--- config.mk ---
export PLATFORM = sky130hd
export DESIGN_NAME = video_timing_gen
export DESIGN_NICKNAME = d
export VERILOG_FILES = /design/src/rtl/video_timing_gen.sv
export SDC_FILE = /design/constraint.sdc
export NUM_CORES = 1
export LEC_CHECK = 0
export ABC_AREA = 1
export BUFFER_PORTS_ARGS = -buffer_cell sky130_fd_sc_hd__buf_2
export CORE_ASPECT_RATIO = 1.5
export CORE_UTILIZATION = 62
export DETAILED_ROUTE_END_ITERATION = 7
export PLACE_DENSITY = 0.93
export RECOVER_POWER = 50
export SLEW_MARGIN = 10
export SYNTH_ARGS = -nofsm -noshare
export SYNTH_HDL_FRONTEND = slang
export SYNTH_SLANG_ARGS = --single-unit
--- constraint.sdc ---
create_clock -name clk_i -period 3.6 [get_ports clk_i]
set_clock_uncertainty 0.2 [all_clocks]
set_input_delay 0 -clock clk_i [delete_from_list [all_inputs] [get_ports clk_i]]
set_output_delay 0 -clock clk_i [all_outputs]
set_load 0.03 [all_outputs]
--- src/rtl/video_timing_gen.sv ---
// Raster timing and 1-bit test-pattern source for the TMDS encoder.
// Advances one pixel per rdy_i strobe; all outputs are registered decodes of the pixel counters.
module video_timing_gen #(
    parameter int H_ACTIVE   = 640,
    parameter int H_FP       = 16,
    parameter int H_SYNC     = 96,
    parameter int H_BP       = 48,
    parameter int V_ACTIVE   = 480,
    parameter int V_FP       = 10,
    parameter int V_SYNC     = 2,
    parameter int V_BP       = 33,
    parameter bit SYNC_POL   = 1'b0,
    parameter int CHECK_LOG2 = 5,
    localparam int H_TOTAL   = H_ACTIVE + H_FP + H_SYNC + H_BP,
    localparam int V_TOTAL   = V_ACTIVE + V_FP + V_SYNC + V_BP,
    localparam int HW        = $clog2(H_TOTAL),
    localparam int VW        = $clog2(V_TOTAL)
) (
    input  logic          clk_i,
    input  logic          rst_ni,
    input  logic          rdy_i,
    input  logic [1:0]    pat_i,
    output logic          de_o,
    output logic          d_o,
    output logic          hsync_o,
    output logic          vsync_o,
    output logic          sof_o,
    output logic [HW-1:0] x_o,
    output logic [VW-1:0] y_o,
    output logic [15:0]   frame_o
);

    if (H_TOTAL < 2 || V_TOTAL < 2 || H_ACTIVE < 1 || V_ACTIVE < 1 ||
        H_FP < 1 || H_SYNC < 1 || H_BP < 1 || V_FP < 1 || V_SYNC < 1 || V_BP < 1 ||
        CHECK_LOG2 < 0 || CHECK_LOG2 >= HW || CHECK_LOG2 >= VW) begin : g_bad_params
        $error("video_timing_gen: invalid timing parameters");
    end

    localparam logic [HW-1:0] H_LAST     = HW'(H_TOTAL - 1);
    localparam logic [HW-1:0] H_ACT      = HW'(H_ACTIVE);
    localparam logic [HW-1:0] H_ACT_LAST = HW'(H_ACTIVE - 1);
    localparam logic [HW-1:0] HS_START   = HW'(H_ACTIVE + H_FP);
    localparam logic [HW-1:0] HS_END     = HW'(H_ACTIVE + H_FP + H_SYNC);
    localparam logic [VW-1:0] V_LAST     = VW'(V_TOTAL - 1);
    localparam logic [VW-1:0] V_ACT      = VW'(V_ACTIVE);
    localparam logic [VW-1:0] V_ACT_LAST = VW'(V_ACTIVE - 1);
    localparam logic [VW-1:0] VS_START   = VW'(V_ACTIVE + V_FP);
    localparam logic [VW-1:0] VS_END     = VW'(V_ACTIVE + V_FP + V_SYNC);

    logic [HW-1:0] h_cnt_q, h_cnt_d;
    logic [VW-1:0] v_cnt_q, v_cnt_d;
    logic [1:0]    pat_q, pat_d;
    logic [15:0]   frame_q, frame_d;
    logic          de_q, de_d;
    logic          d_q, d_d;
    logic          hsync_q, hsync_d;
    logic          vsync_q, vsync_d;
    logic          sof_q, sof_d;
    logic [HW-1:0] x_q, x_d;
    logic [VW-1:0] y_q, y_d;

    logic          at_origin;
    logic          active;
    logic          border;
    logic          pixel;
    logic [1:0]    pat_sel;

    always_comb begin
        h_cnt_d = h_cnt_q;
        v_cnt_d = v_cnt_q;
        pat_d   = pat_q;
        frame_d = frame_q;
        de_d    = de_q;
        d_d     = d_q;
        hsync_d = hsync_q;
        vsync_d = vsync_q;
        sof_d   = sof_q;
        x_d     = x_q;
        y_d     = y_q;

        at_origin = (h_cnt_q == '0) && (v_cnt_q == '0);
        active    = (h_cnt_q < H_ACT) && (v_cnt_q < V_ACT);
        border    = (h_cnt_q == '0) || (h_cnt_q == H_ACT_LAST) ||
                    (v_cnt_q == '0) || (v_cnt_q == V_ACT_LAST);
        // The first pixel of a frame already uses the pattern being latched for that frame.
        pat_sel   = at_origin ? pat_i : pat_q;

        case (pat_sel)
            2'd0:    pixel = 1'b0;
            2'd1:    pixel = 1'b1;
            2'd2:    pixel = h_cnt_q[CHECK_LOG2] ^ v_cnt_q[CHECK_LOG2];
            default: pixel = border;
        endcase

        if (rdy_i) begin
            de_d    = active;
            d_d     = active & pixel;
            hsync_d = (h_cnt_q >= HS_START && h_cnt_q < HS_END) ? SYNC_POL : ~SYNC_POL;
            vsync_d = (v_cnt_q >= VS_START && v_cnt_q < VS_END) ? SYNC_POL : ~SYNC_POL;
            sof_d   = at_origin;
            x_d     = h_cnt_q;
            y_d     = v_cnt_q;

            if (at_origin) begin
                pat_d   = pat_i;
                frame_d = frame_q + 16'd1;
            end

            if (h_cnt_q == H_LAST) begin
                h_cnt_d = '0;
                v_cnt_d = (v_cnt_q == V_LAST) ? '0 : v_cnt_q + VW'(1);
            end else begin
                h_cnt_d = h_cnt_q + HW'(1);
            end
        end
    end

    always_ff @(posedge clk_i or negedge rst_ni) begin
        if (!rst_ni) begin
            h_cnt_q <= '0;
            v_cnt_q <= '0;
            pat_q   <= '0;
            frame_q <= '0;
            de_q    <= 1'b0;
            d_q     <= 1'b0;
            hsync_q <= ~SYNC_POL;
            vsync_q <= ~SYNC_POL;
            sof_q   <= 1'b0;
            x_q     <= '0;
            y_q     <= '0;
        end else begin
            h_cnt_q <= h_cnt_d;
            v_cnt_q <= v_cnt_d;
            pat_q   <= pat_d;
            frame_q <= frame_d;
            de_q    <= de_d;
            d_q     <= d_d;
            hsync_q <= hsync_d;
            vsync_q <= vsync_d;
            sof_q   <= sof_d;
            x_q     <= x_d;
            y_q     <= y_d;
        end
    end

    assign de_o    = de_q;
    assign d_o     = d_q;
    assign hsync_o = hsync_q;
    assign vsync_o = vsync_q;
    assign sof_o   = sof_q;
    assign x_o     = x_q;
    assign y_o     = y_q;
    assign frame_o = frame_q;

endmodule
==> run metrics <==
status=finished, violations left; failing checks=max-capacitance violations, max-slew violations; Pwr Total=1.83 mW; Post-Synthesis Cells=419; vias after detailed routing=3000; H-tree Lvls=3; Clock Latency Late Sink=0.35 ns; antenna-violating nets left=0; slew margin rel.=-38.0%; Crit path largest cell delay=0.85 ns; DRT Pass-1 Iters=4; Detailed Place HPWL=5.71 mm; YS warnings=0; vias per cell=5.49; PnR worst setup slack=0.854 ns; post-cts resize count=0; initial DRC count=234; diode count=0; worst slack, placed=1.22 ns; Slew Limit Fails=40; gr usage total=31.1%; sequential share of the synthesized area=46.9%; grt ovf=0; Tcrit/Tclk final=76.3%; startpoint types=input port; Critical Path RT=3.64 ns; critical path cell sequence=dlygate4sd3_1 > clkbuf_1 > inv_1 > buf_4 > nor3_2 > inv_1 > nand2_1 > nand2_1; slowest CP cell=nor3_2; worst path bufs/invs=5; share of layout cells above drive strength 1=9.21%; first-pass GRT wire length=13.6 mm; TritonCTS Buffers=9; Top Ports=46; CTS tree=done; Post-Layout Inst Area=3840 um2; Die X=62.2 um; die area=5740 um2; Crit. End Element=flip-flop; initial core utilization=64.7%; LEAKAGE=1.80 nW; antenna violations before repair=0; vias in the first global route=3063; CP arrival=2.78 ns; final net count=483; pwr/cell area=476 nW/um2; Post-Syn Area=3370 um2; gp weighted congestion=0.959; RSZ-0062 raised after global routing=false; Detailed Route WL=8.00 mm; worst slew pin tran=2.07 ns; Hold Vio Cnt, Final=0; min cycle time layout=2.75 ns; maximum VDD drop=0.000340 V; Synth-to-Final Area Change=14.2%; CTS max path bufs=2; number of library cell types mapped by synthesis=35; Worst R2R Setup Slack=1.14 ns; largest net degree at the start of global routing=43; average size of a mapped cell=8.04 um2; PortBufs=45; final setup fails=0; FMAX=0.364 GHz; routed len/inst=14.7 um; Top Family by Delay on Critical Path=buffers and inverters; hold crit path type=flip-flop to flip-flop; Sinks on Clock Net=63; synthesis-stage register bit count=63; CP max FO=42; CTS root buf=clkbuf_8; Post-DP Area=3630 um2; Die Span Y=92.3 um; Reg clk slew, reported paths=0.07 ns; CP Class=input port to flip-flop; DRC=0; Setup TNS Final=0 ns; std cell rows=32; MaxCap Viol Count=1; CORE AREA=5200 um2; syn_nets=429
area by class of cell:
| class | count | area (um2) |
|---|---|---|
| flip-flops and latches | 63 | 1580 |
| well taps | 68 | 85.1 |
| clock buffers | 13 | 169 |
| multi-input cells | 294 | 1530 |
| repair buffers | 53 | 246 |
| fillers | 408 | 1360 |
| inverters | 52 | 195 |
| clock inverters | 3 | 40.0 |
power breakdown:
group / internal [mW] / total, mW / switching (mW)
registers: 0.780 / 0.848 / 0.0685
logic: 0.0849 / 0.336 / 0.252
clock network: 0.374 / 0.644 / 0.269
stage by stage:
step	utilization, %	instances	hold WS, ns
detailed placement	69.7	524	-0.0378
floorplan	-	419	-0.496
global placement	69.7	524	-0.0454
CTS	74.9	546	0.123
global route	73.9	546	0.301
finish	73.9	546	0.269
synth_stat cells:
library cell / count / share of area (%)
buf_6: 2 / 0.67
nand3b_1: 3 / 0.67
a41oi_1: 1 / 0.26
nor2_2: 5 / 0.93
nor3_1: 13 / 1.9
o21ai_1: 1 / 0.15
nand2_4: 1 / 0.33
nand2_1: 115 / 13
xor2_1: 14 / 3.6
a21boi_1: 1 / 0.22
nor2_1: 38 / 4.2
nand4_1: 10 / 1.9
nor2_4: 4 / 1.3
inv_2: 2 / 0.22
nor4_1: 1 / 0.19
o21ai_0: 41 / 6.1
nor2_8: 1 / 0.59
dfstp_2: 2 / 1.6
xnor2_1: 1 / 0.26
dfrtp_1: 61 / 45
clkbuf_1: 5 / 0.56
nor3_2: 2 / 0.59
buf_4: 3 / 0.67
o22ai_1: 1 / 0.19
inv_1: 50 / 5.6
a31oi_1: 1 / 0.19
nor3_4: 1 / 0.48
o31ai_1: 1 / 0.22
nand3_4: 2 / 1.0
nand3_2: 4 / 1.2
nand2_2: 1 / 0.19
nand3_1: 23 / 3.4
a21oi_1: 2 / 0.30
ha_1: 5 / 1.9
o32ai_1: 1 / 0.26
placed cells by master (no fill, tap or decap), types with 2 or more instances in the layout:
master,synthesis,layout
buf_4,3,2
nand3b_1,3,3
clkbuf_1,5,44
dlygate4sd3_1,0,6
clkbuf_8,0,12
nor2_4,4,4
nand3_1,23,23
a21oi_1,2,2
xor2_1,14,14
clkinv_2,0,2
dfrtp_1,61,61
nor3_1,13,13
nor3_2,2,2
nand4_1,10,10
inv_2,2,2
nor2_2,5,5
nand3_2,4,4
inv_1,50,50
dfstp_2,2,2
nand2_1,115,115
ha_1,5,5
nor2_1,38,38
o21ai_0,41,41
buf_2,0,2
nand3_4,2,2
cell families (layout without fill, tap and decap cells):
group | after synthesis | count (layout) | synth area share, %
buf+inv | 62 | 121 | 7.69
simple gates | 224 | 224 | 31.8
compound gates | 50 | 50 | 7.88
fa+ha+maj | 5 | 5 | 1.86
xor+xnor | 15 | 15 | 3.90
flops | 63 | 63 | 46.9
final timing paths:
kind                            start  cells after the start          to
setup reg to reg           v_cnt_q[0]                     10    pat_q[0]
max in group asynchronous      rst_ni                      3     vsync_o
setup / recovery                rdy_i                      8  frame_o[4]
hold reg to reg                x_o[0]                      2      x_o[0]
min in group asynchronous      rst_ni                      2      x_o[2]
hold / removal                 x_o[0]                      2      x_o[0]
sequential cells by signal, summed over array words and instances, names as in the netlist:
name     count
pat_q        2
v_cnt_q     10
y_o         10
d_o          1
hsync_o      1
x_o         10
frame_o     16
vsync_o      1
sof_o        1
h_cnt_q     10
de_o         1
layer usage:
metal	vias to the layer above	GRT usage [%]	part of all wire [%]
met5	-	0	0
met1	1397	34.3	38
met2	118	54.2	53
li1	1454	-	-
met3	31	6.59	5.0
met4	0	19.0	3.9
repair_timing:
item / in CTS / in global routing
hold buffers: 6 / 0
endpoints found under the hold margin: 55 / 0
buffers inserted: 0 / 0
worst register-to-register path, stage by stage, from the launching register on:
cell           delay (ns)
dfrtp_1              0.41
inv_1                0.18
ha_1                 0.18
inv_1                0.05
nor2_1               0.12
nand3_2              0.13
nor2_4               0.20
nand3_4              0.13
nand2_1              0.09
o21ai_0              0.08
dlygate4sd3_1        0.57
(Power assumes the default switching activity.)
